[src/rtl/csa_adder_pipe_if.sv]
// csa_adder_pipe_if: operand/result handshake bundle
// for the pipelined carry-select adder.
interface csa_adder_pipe_if #(
  parameter int WIDTH = 28
);
  logic             in_valid;
  logic             in_ready;
  logic [WIDTH-1:0] a;
  logic [WIDTH-1:0] b;
  logic             cin;
  logic             sub;
  logic             out_valid;
  logic             out_ready;
  logic [WIDTH:0]   sum;
  logic             ovf;

  modport master (
    output in_valid, a, b, cin, sub, out_ready,
    input  in_ready, out_valid, sum, ovf
  );

  modport slave (
    input  in_valid, a, b, cin, sub, out_ready,
    output in_ready, out_valid, sum, ovf
  );
endinterface

[src/rtl/csa_adder_pipe.sv]
// csa_adder_pipe: pipelined carry-select add/sub.
// CSA_SUB_EN enables per-operation subtraction.
module csa_adder_pipe #(
  parameter int WIDTH  = 28,
  parameter int BLK    = 4,
  parameter int STAGES = 2
) (
  input logic            clk,
  input logic            rst,
  csa_adder_pipe_if.slave io
);
  localparam int NB = WIDTH / BLK;

  typedef logic [BLK:0] blk_t;

  function automatic blk_t badd(
    input logic [BLK-1:0] x,
    input logic [BLK-1:0] y,
    input logic           c
  );
    return {1'b0, x} + {1'b0, y} + {{BLK{1'b0}}, c};
  endfunction

  logic en;
  assign en = !io.out_valid || io.out_ready;
  assign io.in_ready = en;

  logic [WIDTH-1:0] a_q, bb_q, bb_d;
  logic             c0_q, c0_d, v0_q;

`ifdef CSA_SUB_EN
  assign bb_d = io.sub ? ~io.b : io.b;
  assign c0_d = io.sub | io.cin;
`else
  logic unused_sub;
  assign unused_sub = io.sub;
  assign bb_d = io.b;
  assign c0_d = io.cin;
`endif

  // rank 0: effective operands and valid
  always_ff @(posedge clk or posedge rst) begin
    if (rst) begin
      a_q  <= '0;
      bb_q <= '0;
      c0_q <= 1'b0;
      v0_q <= 1'b0;
    end else if (en) begin
      a_q  <= io.a;
      bb_q <= bb_d;
      c0_q <= c0_d;
      v0_q <= io.in_valid;
    end
  end

  // segment inputs: index 0 is rank 0, others are ranks
  logic [WIDTH-1:0] v_s0 [0:STAGES-1];
  logic [WIDTH-1:0] v_s1 [0:STAGES-1];
  logic [NB-1:0]    v_k0 [0:STAGES-1];
  logic [NB-1:0]    v_k1 [0:STAGES-1];
  logic             v_m0 [0:STAGES-1];
  logic             v_m1 [0:STAGES-1];
  logic             v_c  [0:STAGES-1];
  logic             v_v  [0:STAGES-1];

  logic [WIDTH-1:0] q_s0 [1:STAGES];
  logic [WIDTH-1:0] q_s1 [1:STAGES];
  logic [NB-1:0]    q_k0 [1:STAGES];
  logic [NB-1:0]    q_k1 [1:STAGES];
  logic             q_m0 [1:STAGES];
  logic             q_m1 [1:STAGES];
  logic             q_c  [1:STAGES];
  logic             q_v  [1:STAGES];

  logic [WIDTH-1:0] n_s0 [1:STAGES];
  logic [WIDTH-1:0] n_s1 [1:STAGES];
  logic [NB-1:0]    n_k0 [1:STAGES];
  logic [NB-1:0]    n_k1 [1:STAGES];
  logic             n_m0 [1:STAGES];
  logic             n_m1 [1:STAGES];
  logic             n_c  [1:STAGES];
  logic             n_v  [1:STAGES];
  logic             n_ovf, ovf_q;

  blk_t r0, r1;
  logic c, ci;

  // dual-rail block adds from rank 0, plus rank views
  always_comb begin
    v_s0[0] = '0;
    v_s1[0] = '0;
    v_k0[0] = '0;
    v_k1[0] = '0;
    r0 = '0;
    r1 = '0;
    for (int k = 0; k < NB; k++) begin
      if (k == 0) begin
        r0 = badd(a_q[0 +: BLK], bb_q[0 +: BLK], c0_q);
        r1 = r0;
      end else begin
        r0 = badd(a_q[k*BLK +: BLK], bb_q[k*BLK +: BLK], 1'b0);
        r1 = badd(a_q[k*BLK +: BLK], bb_q[k*BLK +: BLK], 1'b1);
      end
      v_s0[0][k*BLK +: BLK] = r0[BLK-1:0];
      v_s1[0][k*BLK +: BLK] = r1[BLK-1:0];
      v_k0[0][k] = r0[BLK];
      v_k1[0][k] = r1[BLK];
    end
    // carry into the MSB, recovered from its sum bit
    v_m0[0] = v_s0[0][WIDTH-1] ^ a_q[WIDTH-1] ^ bb_q[WIDTH-1];
    v_m1[0] = v_s1[0][WIDTH-1] ^ a_q[WIDTH-1] ^ bb_q[WIDTH-1];
    v_c[0]  = c0_q;
    v_v[0]  = v0_q;
    for (int s = 1; s < STAGES; s++) begin
      v_s0[s] = q_s0[s];
      v_s1[s] = q_s1[s];
      v_k0[s] = q_k0[s];
      v_k1[s] = q_k1[s];
      v_m0[s] = q_m0[s];
      v_m1[s] = q_m1[s];
      v_c[s]  = q_c[s];
      v_v[s]  = q_v[s];
    end
  end

  // each segment resolves its own blocks by carry select
  always_comb begin
    n_ovf = 1'b0;
    c  = 1'b0;
    ci = 1'b0;
    for (int s = 0; s < STAGES; s++) begin
      n_s0[s+1] = v_s0[s];
      n_s1[s+1] = v_s1[s];
      n_k0[s+1] = v_k0[s];
      n_k1[s+1] = v_k1[s];
      n_m0[s+1] = v_m0[s];
      n_m1[s+1] = v_m1[s];
      c = v_c[s];
      for (int k = 0; k < NB; k++) begin
        if ((k * STAGES) / NB == s) begin
          ci = c;
          n_s0[s+1][k*BLK +: BLK] = c ? v_s1[s][k*BLK +: BLK]
                                      : v_s0[s][k*BLK +: BLK];
          n_s1[s+1][k*BLK +: BLK] = n_s0[s+1][k*BLK +: BLK];
          c = c ? v_k1[s][k] : v_k0[s][k];
          if (k == NB - 1)
            n_ovf = (ci ? v_m1[s] : v_m0[s]) ^ c;
        end
      end
      n_c[s+1] = c;
      n_v[s+1] = v_v[s];
    end
  end

  // segment ranks advance together with rank 0
  always_ff @(posedge clk or posedge rst) begin
    if (rst) begin
      for (int s = 1; s <= STAGES; s++) begin
        q_s0[s] <= '0;
        q_s1[s] <= '0;
        q_k0[s] <= '0;
        q_k1[s] <= '0;
        q_m0[s] <= 1'b0;
        q_m1[s] <= 1'b0;
        q_c[s]  <= 1'b0;
        q_v[s]  <= 1'b0;
      end
      ovf_q <= 1'b0;
    end else if (en) begin
      for (int s = 1; s <= STAGES; s++) begin
        q_s0[s] <= n_s0[s];
        q_s1[s] <= n_s1[s];
        q_k0[s] <= n_k0[s];
        q_k1[s] <= n_k1[s];
        q_m0[s] <= n_m0[s];
        q_m1[s] <= n_m1[s];
        q_c[s]  <= n_c[s];
        q_v[s]  <= n_v[s];
      end
      ovf_q <= n_ovf;
    end
  end

  // last rank only needs resolved sum and carry
  logic unused_rails;
  assign unused_rails = ^{q_s1[STAGES], q_k0[STAGES],
                          q_k1[STAGES], q_m0[STAGES],
                          q_m1[STAGES]};

  assign io.sum       = {q_c[STAGES], q_s0[STAGES]};
  assign io.ovf       = ovf_q;
  assign io.out_valid = q_v[STAGES];
endmodule

[src/flat_wrapper.sv]
// flat-port wrapper written by rule: the top's interface ports become plain ports
module csa_adder_pipe_flat 
#(
  parameter int WIDTH  = 28,
  parameter int BLK    = 4,
  parameter int STAGES = 2
)
  (clk, rst, io_in_valid, io_a, io_b, io_cin, io_sub, io_out_ready, io_in_ready, io_out_valid, io_sum, io_ovf);
  csa_adder_pipe_if #(.WIDTH(WIDTH)) io_i ();
  input logic clk;
  input logic rst;
  input wire logic [$bits(io_i.in_valid)-1:0] io_in_valid;
  input wire logic [$bits(io_i.a)-1:0] io_a;
  input wire logic [$bits(io_i.b)-1:0] io_b;
  input wire logic [$bits(io_i.cin)-1:0] io_cin;
  input wire logic [$bits(io_i.sub)-1:0] io_sub;
  input wire logic [$bits(io_i.out_ready)-1:0] io_out_ready;
  output wire logic [$bits(io_i.in_ready)-1:0] io_in_ready;
  output wire logic [$bits(io_i.out_valid)-1:0] io_out_valid;
  output wire logic [$bits(io_i.sum)-1:0] io_sum;
  output wire logic [$bits(io_i.ovf)-1:0] io_ovf;
  assign io_i.in_valid = io_in_valid;
  assign io_i.a = io_a;
  assign io_i.b = io_b;
  assign io_i.cin = io_cin;
  assign io_i.sub = io_sub;
  assign io_i.out_ready = io_out_ready;
  assign io_in_ready = io_i.in_ready;
  assign io_out_valid = io_i.out_valid;
  assign io_sum = io_i.sum;
  assign io_ovf = io_i.ovf;
  csa_adder_pipe #(.WIDTH(WIDTH), .BLK(BLK), .STAGES(STAGES)) u_core (.clk(clk), .rst(rst), .io(io_i));
endmodule
[config.mk]
export PLATFORM = sky130hd
export DESIGN_NAME = csa_adder_pipe_flat
export DESIGN_NICKNAME = d
export VERILOG_FILES = /design/src/rtl/csa_adder_pipe_if.sv /design/src/rtl/csa_adder_pipe.sv /design/src/flat_wrapper.sv
export SDC_FILE = /design/constraint.sdc
export NUM_CORES = 1
export LEC_CHECK = 0
export CORE_MARGIN = 5
export CORE_UTILIZATION = 50
export DETAILED_ROUTE_END_ITERATION = 10
export PLACE_DENSITY = 0.78
export SKIP_CTS_REPAIR_TIMING = 1
export SYNTH_ARGS = -nofsm -noshare
export SYNTH_HDL_FRONTEND = slang
export SYNTH_SLANG_ARGS = --single-unit
[constraint.sdc]
create_clock -name clk -period 4.7 [get_ports clk]
set_input_delay 0.94 -clock clk [delete_from_list [all_inputs] [get_ports clk]]
set_output_delay 0.94 -clock clk [all_outputs]
set_load 0.01 [all_outputs]
## Word-level counts from Yosys, hierarchy flattened

Index checks and enable logic that the tools add are counted.

- Output and inout port bits: 32
- Word-level logic and storage cells: 50
- Input bits: 62
- Register bits: 163

- Reduce and logical (&&, ||, !) cells: 2
- Bitwise gates (word level): 5
- $add $sub $neg: 14
- Mux-type cells: 13

Operators by type and width:

| cell | count |
|---|---|
| $add 4x4->5 | 7 |
| $add 5x1->5 const B | 6 |
| $mux 4 | 6 |
| $mux 1 | 7 |
| $add 5x1->5 | 1 |
| $xor 1x1->1 | 5 |
| $logic_not 1->1 | 1 |
| $logic_or 1x1->1 | 1 |

## Logic depth before layout (Yosys ltp)

Gate-level depths: netlist of run 1.

- Depth in word-level cells: 5
- Gate-level depth with buffers: 12
- Mapped depth without buffers: 12

## Worst setup path after synthesis of run 1

Ideal clock, no wire load.

- Kind: register to register
- Start point: register u_core.bb_q[4]
- End point: register u_core.q_s1 (netlist bit u_core.n_s1[15])
- Clock period less this slack: 2802 ps
- Path buffers: 0
- Stages on the path, launching flop included: 13
- Library setup time: 80 ps
- Data arrival time: 2721 ps
- Required time: 4620 ps
- Path slack: 1898 ps
- Cell sequence: dfrtp_1 ha_1 inv_1 fa_1 inv_1 ha_1 inv_1 nor2_1 nor4b_4 xnor2_1 or4_1 a211o_1 o211ai_2

- Longest elaborated chain between the ends: 5

Ends and longest elaborated chain:

| item | line | RTL |
|---|---|---|
| start: declaration | csa_adder_pipe.sv:28 | `logic [WIDTH-1:0] a_q, bb_q, bb_d;` |
| start signal: assignment | csa_adder_pipe.sv:45 | `bb_q <= '0;` |
| start signal: assignment | csa_adder_pipe.sv:50 | `bb_q <= bb_d;` |
| $add 4x4->5 (*) | csa_adder_pipe.sv:21 | `return {1'b0, x} + {1'b0, y} + {{BLK{1'b0}}, c};` |
| $add 5x1->5 | csa_adder_pipe.sv:21 |  |
| $mux 1 (*) (2 in series) | csa_adder_pipe.sv:145 | `c = c ? v_k1[s][k] : v_k0[s][k];` |
| $mux 4 (*) | csa_adder_pipe.sv:142 | `n_s0[s+1][k*BLK +: BLK] = c ? v_s1[s][k*BLK +: BLK]` |
| end signal: indexed assignment | csa_adder_pipe.sv:172 | `q_s1[s] <= n_s1[s];` |
| end: declaration | csa_adder_pipe.sv:67 | `logic [WIDTH-1:0] q_s1 [1:STAGES];` |

Every way passes the cells marked *; elsewhere a longest branch is shown, timed or not.
A chain may end at the register's enable or synchronous reset.

## Worst setup path in the final report of run 1

- Start point: input port io_out_ready
- End point: output port io_in_ready

- Longest elaborated chain between the ends: 1

Ends and longest elaborated chain:

| item | line | RTL |
|---|---|---|
| start: declaration | flat_wrapper.sv:17 | `input wire logic [$bits(io_i.out_ready)-1:0] io_out_ready;` |
| $logic_or 1x1->1 | csa_adder_pipe.sv:25 | `assign en = !io.out_valid \|\| io.out_ready;` |
| end: declaration | flat_wrapper.sv:18 | `output wire logic [$bits(io_i.in_ready)-1:0] io_in_ready;` |

Every way passes these cells.

==> flow_metrics.py, run 1 <==
metrics = {
    "detailed_routing": {
        "wire_per_inst_um": 13.19,
        "topRoutingLayerUsed": "met4",
        "drc": 0,
        "drtIter0Drc": 301,
        "wl_met2_um": 6817,
        "totalWireLength_um": 13020,
        "vias": 4913,
        "postRouteAntennaNets": 0,
        "dr.pass1.iters": 4,
        "wirelength_met1_um": 5511,
        "drt-vias-per-instance": 4.978,
        "routed-wl-met3_um": 512,
    },
    "final_layout": {
        "final_area_um2": 8225,
        "syn_to_final_growth_pct": 20.71,
        "nets": 902,
        "final_cell_mix": "nand2_1, dfrtp_1, clkdlybuf4s50_1",
        "antenna_cells": 0,
        "drive_above_1_share": 0.04932,
        "layoutNonFillerInstCount": 987,
        "final_common_cell": "nand2_1",
    },
    "timing": {
        "rsz0062_at_grt": "false",
        "clock-skew-final_ps": 7.255,
        "period_share": 0.6952,
        "setup_viol": 0,
        "slew_violations": 0,
        "finalHoldViolCount": 0,
        "layout_min_cycle_time_ps": 3268,
        "timing.fmax_ghz": 0.3060,
        "tightest_slew_ps": 1081,
        "fin_tns_setup_ps": 0,
        "whs_ps": 466.4,
        "relSlewSlack": 0.2796,
        "fin_ws_ps": 1432,
    },
    "placed_design": {
        "dp_cells": 956,
        "port_buffers": 92,
        "placed_cell_area_um2": 7674,
        "gp_congestion": 0.7930,
        "pre_cts_slack_ps": 1288,
        "hpwlAfterDp_um": 8851,
    },
    "yosys": {
        "yosysWarnings": 0,
        "syn_avg_cell_area_um2": 9.171,
        "syn_inst": 743,
        "synth_area_leader_cell": "dfrtp_1",
        "yosysTopAreaCellShare": 0.5105,
        "synthesis.area_um2": 6814,
        "yosysSeqAreaShare": 0.5105,
        "ys_types": 34,
        "synth_area_leaders": "dfrtp_1, nand2_1, ha_1",
        "yosys_register_bits": 139,
        "synth_nets": 846,
    },
    "cts": {
        "cts_tree": "done",
        "h-tree-depth": 4,
        "cts-buffers-inserted": 17,
        "clkTransAtPathRegs_ps": 60,
        "clock_latency_ps": 410,
        "clock-sinks": 139,
        "cts-root-buf": "clkbuf_16",
        "cts_buffer_depth": 2,
    },
    "die": {
        "fp.dieArea_um2": 16060,
        "die_w_um": 126.7,
        "placementRows": 42,
        "initial_core_util": 0.5125,
        "num_io_pins": 94,
        "core_area_um2": 13300,
        "die_y_um": 126.7,
    },
    "worst_setup_path": {
        "crit_arrival_ps": 2330,
        "crit_type": "primary input to primary output",
        "reg2reg_slack_ps": 1570,
        "critical_path.startpoint_type": "primary input",
        "path_max_fanout": 29,
        "end_kind": "primary output",
        "crit_required_ps": 3760,
    },
    "grt": {
        "grt_pass1_wl_um": 22490,
        "grt_pass1_vias": 4993,
        "grt_usage": 0.1706,
        "gr-total-overflow": 0,
        "grt_start_max_net_pins": 114,
        "antenna_found_initial": 0,
    },
    "pwr": {
        "ir_worst_vdd_v": 0.0003645,
        "p_leak_nw": 4.029,
        "power.density_nw_per_um2": 653.1,
    },
    "worst_hold_path": {
        "hp-class": "flop to flop",
    },
    "run_status": {
        "outcome": "completed",
    },
    "flow_run": {
        "maxCapViolCount": 0,
    },
}
## metrics by stage
step | total power, mW | utilization
2_1_floorplan | 3.613 | -
3_5_place_dp | 4.144 | 0.5772
4_1_cts | 5.438 | 0.6187
6_report | 5.372 | 0.6187
5_1_grt | 5.814 | 0.6187
3_3_place_gp | 4.034 | 0.5772
## power breakdown
group / internal (mW) / switching (mW) / leakage [nW] / total, mW
registers: 1.68 / 0.284 / 1.66 / 1.97
clock network: 0.785 / 0.476 / 0.273 / 1.26
logic: 1.01 / 1.13 / 2.10 / 2.14
total: 3.48 / 1.89 / 4.03 / 5.37
## worst max-delay path, cell delays in order
cell and delay, ps:
clkdlybuf4s50_1 510, nor2b_4 60, inv_4 210, clkdlybuf4s50_1 600
## kinds of logic after synthesis
kind of cell / count (synthesis) / share of synthesized area
and+or+nand+nor: 345 / 0.2035
DFF: 139 / 0.5105
adders and majority gates: 41 / 0.08410
AOI/OAI and AO/OA: 90 / 0.07510
buffers and inverters: 77 / 0.05839
muxes: 16 / 0.02350
xor gates and xnor gates: 35 / 0.04499
## metal layers
metal,global-route usage,vias up
met5,0,-
met4,0.05300,0
met3,0.04750,14
met2,0.3054,77
met1,0.1986,2346
li1,-,2476
## state kept, by name (all words and copies together) (netlist names)
signal / flops
u_core.n_k0: 3
u_core.v0_q: 1
u_core.q_s0: 12
u_core.n_k1: 3
u_core.n_m0: 1
u_core.io.out_valid: 1
u_core.n_v: 1
u_core.q_c: 1
u_core.bb_q: 28
u_core.a_q: 28
u_core.q_s1: 12
u_core.io.sum: 29
u_core.c0_q: 1
u_core.n_s1: 16
u_core.io.ovf: 1
u_core.n_m1: 1
## final timing paths
kind	start	end	depth (start not counted)
max	io_out_ready	io_in_ready	4
min	u_core.io.sum[0]$_DFFE_PP0P_	u_core.io.sum[0]$_DFFE_PP0P_	2
max reg2reg	u_core.c0_q$_DFFE_PP0P_	u_core.n_s1[12]$_DFFE_PP0P_	11
min reg2reg	u_core.io.sum[0]$_DFFE_PP0P_	u_core.io.sum[0]$_DFFE_PP0P_	2
max in group asynchronous	rst	u_core.a_q[10]$_DFFE_PP0P_	3
min in group asynchronous	rst	u_core.bb_q[26]$_DFFE_PP0P_	2
## synth_stat cells (all sizes together)
cell type,instances
nand2,281
dfrtp,139
nor2,36
a21oi,35
o21ai,35
ha,33
buf,31
clkbuf,29
xnor2,22
inv,16
mux2i,16
xor2,13
a21o,11
nand3,10
fa,8
and3,3
and4,3
nand2b,3
nor2b,3
a211o,2
a31oi,2
nor4b,2
o31ai,2
or3,2
a21bo,1
clkinv,1
nand4,1
o211ai,1
o21bai,1
or4,1
## final cells by class
class	count	area, um^2
timing repair buffer	97	958.4
multi-input combinational	527	2945
fill	1090	5070
clock inverter	9	97.59
inverter	17	71.32
clock buffer	22	454.2
tap	176	220.2
sequential	139	3478
(Power assumes the default switching activity.)
==> inputs of run 2 (changes only) <==
--- a/config.mk
+++ b/config.mk
@@ -6,9 +6,9 @@
 export NUM_CORES = 1
 export LEC_CHECK = 0
 export CORE_MARGIN = 5
-export CORE_UTILIZATION = 50
+export CORE_UTILIZATION = 55
 export DETAILED_ROUTE_END_ITERATION = 10
-export PLACE_DENSITY = 0.78
+export PLACE_DENSITY = 0.81
 export SKIP_CTS_REPAIR_TIMING = 1
 export SYNTH_ARGS = -nofsm -noshare
 export SYNTH_HDL_FRONTEND = slang
==> constraint.sdc (replaced) <==
create_clock -name clk -period 3.02 [get_ports clk]
set_input_delay 0.604 -clock clk [delete_from_list [all_inputs] [get_ports clk]]
set_output_delay 0.604 -clock clk [all_outputs]
set_load 0.01 [all_outputs]
==> run 2 against run 1 <==
  * Via count rose by 0.83%
  * Flip-flop and latch count did not move
  * Critical path depth rose by 8
  * Register-to-register slack got worse by 1400 ps
  * Power rose by 58%
  * Setup slack got worse by 1300 ps
  * Routed wire length rose by 2.7%
  * Largest cell class unchanged
==> flow_metrics.py, run 2 (synthesized netlist as in run 1, its figures left out) <==
metrics = {
    "grt": {
        "grt_pass1_wl_um": 22650,
        "antenna_found_initial": 0,
        "grt_start_max_net_pins": 140,
        "gr-total-overflow": 0,
        "grt_pass1_vias": 4945,
        "grt_usage": 0.1884,
    },
    "worst_setup_path": {
        "slowest_delay_ps": 450,
        "path_cells": "ha_2 > inv_2 > fa_1 > inv_2 > ha_4 > inv_1 > nor2_1 > nor4b_4 > xnor2_2 > or3_4 > and4_1 > o31ai_2",
        "critPathBufInv": 3,
        "cpMaxStageDelayCell": "fa_1",
        "cpMostUsedCell": "inv_2",
        "path_max_fanout": 7,
        "critical_path.top_delay_family": "simple AND/OR/NAND/NOR gates",
        "rr_worst_depth": 12,
        "crit_required_ps": 3330,
        "crit_arrival_ps": 3200,
        "critical_path.startpoint_type": "flop",
        "crit_type": "flop to flop",
        "reg2reg_slack_ps": 130,
        "end_kind": "flop",
        "rr_startpoint": "u_core.a_q[4]$_DFFE_PP0P_",
        "timing.rr.end": "u_core.n_s1[14]$_DFFE_PP0P_",
    },
    "final_layout": {
        "fillers": 927,
        "antenna_cells": 0,
        "syn_to_final_growth_pct": 21.91,
        "final_area_um2": 8307,
        "drive_above_1_share": 0.06897,
        "nets": 906,
        "final-seq-area_um2": 3478,
        "multi_input_area_um2": 2995,
        "largest_register_ffs": 29,
        "final_core_util": 0.6887,
        "final_common_cell": "nand2_1",
        "final_cell_mix": "nand2_1, dfrtp_1, clkdlybuf4s50_1",
    },
    "placed_design": {
        "placed_cell_area_um2": 7695,
        "port_buffers": 92,
        "pre_cts_slack_ps": -98.30,
        "gp_congestion": 0.8064,
        "hpwlAfterDp_um": 8834,
    },
    "detailed_routing": {
        "wire_per_inst_um": 13.64,
        "vias": 4954,
        "postRouteAntennaNets": 0,
        "dr.pass1.iters": 4,
        "drtIter0Drc": 438,
        "drt-vias-per-instance": 5.055,
        "drc": 0,
        "totalWireLength_um": 13370,
    },
    "timing": {
        "relSlewSlack": 0.5182,
        "finalHoldViolCount": 0,
        "clock-skew-final_ps": 8.632,
        "period_share": 0.9577,
        "setup_viol": 0,
        "layout_min_cycle_time_ps": 2892,
        "fin_tns_setup_ps": 0,
        "tightest_slew_ps": 722.8,
        "timing.fmax_ghz": 0.3457,
        "slew_violations": 0,
        "fin_ws_ps": 127.7,
    },
    "worst_hold_path": {
        "min_delay_path_depth": 2,
        "min-delay-start": "u_core.io.sum[5]$_DFFE_PP0P_",
        "min_to": "u_core.io.sum[5]$_DFFE_PP0P_",
        "hp-class": "flop to flop",
    },
    "cts": {
        "cts-buffers-inserted": 17,
        "h-tree-depth": 4,
        "clock_latency_ps": 410,
        "cts-root-buf": "clkbuf_16",
        "clkTransAtPathRegs_ps": 50,
        "cts_buffer_depth": 2,
        "clock-sinks": 139,
        "cts_tree": "done",
    },
    "pwr": {
        "ir_worst_vdd_v": 0.0004276,
        "p_leak_nw": 4.047,
        "power.density_nw_per_um2": 1020,
    },
    "die": {
        "die_y_um": 121.3,
        "initial_core_util": 0.5649,
        "fp.dieArea_um2": 14710,
        "num_io_pins": 94,
        "core_area_um2": 12060,
        "placementRows": 40,
        "die_w_um": 121.3,
    },
    "run_status": {
        "outcome": "completed",
    },
    "flow_run": {
        "maxCapViolCount": 0,
    },
}
[run 2: cell count changes in the layout (fill, tap and decap cells not counted), sizes merged]
cell and change:
buf +4, bufinv -1, clkbuf -2, clkinv -2, clkinvlp +3, inv -1
[run 2: how the worst max path moves through the flow]
stage	startpoint	to	slack (ps)	cells after the start
2_1_floorplan	u_core.bb_q[4]$_DFFE_PP0P_	u_core.n_s1[15]$_DFFE_PP0P_	220	12
4_1_cts	u_core.bb_q[4]$_DFFE_PP0P_	u_core.n_s1[12]$_DFFE_PP0P_	-170	12
3_3_place_gp	u_core.bb_q[4]$_DFFE_PP0P_	u_core.n_s1[15]$_DFFE_PP0P_	60	12
5_1_grt	u_core.a_q[4]$_DFFE_PP0P_	u_core.n_s1[14]$_DFFE_PP0P_	-2	12
6_report	u_core.a_q[4]$_DFFE_PP0P_	u_core.n_s1[14]$_DFFE_PP0P_	130	12
3_5_place_dp	u_core.a_q[4]$_DFFE_PP0P_	u_core.n_s1[12]$_DFFE_PP0P_	-100	12
[run 2: area by class of cell]
class,instances,area share
Timing Repair Buffer,101,0.1220
Sequential cell,139,0.4187
Tap cell,168,0.02531
Inverter,17,0.008435
Clock buffer,20,0.05618
Multi-Input combinational cell,527,0.3606
Clock inverter,8,0.008736
[run 2: where the power goes]
group	leakage, nW	switching [mW]	internal (mW)
Sequential	1.66	0.445	2.62
Clock	0.261	0.712	1.17
Combinational	2.13	1.86	1.66
[run 2: stage by stage]
stage	cells	hold WS [ps]	power, mW
3_5_place_dp	949	455.3	6.492
6_report	980	461.6	8.473
5_1_grt	980	476.6	9.110
3_3_place_gp	949	447.0	6.295
4_1_cts	977	466.9	8.436
2_1_floorplan	743	430.0	5.624
[run 2: worst register-to-register path, stage by stage, from the launching register on]
cell and delay, ps:
dfrtp_1 390, ha_2 200, inv_2 60, fa_1 450
inv_2 110, ha_4 140, inv_1 30, nor2_1 90
nor4b_4 290, xnor2_2 210, or3_4 410, and4_1 230
o31ai_2 180
[run 2: routing by layer]
layer | vias to the layer above | global-route usage | part of all wire
met5 | - | 0 | 0
met3 | 15 | 0.04196 | 0.048
met1 | 2355 | 0.2464 | 0.44
met4 | 0 | 0.06583 | 0.013
met2 | 108 | 0.3102 | 0.50
li1 | 2476 | - | -
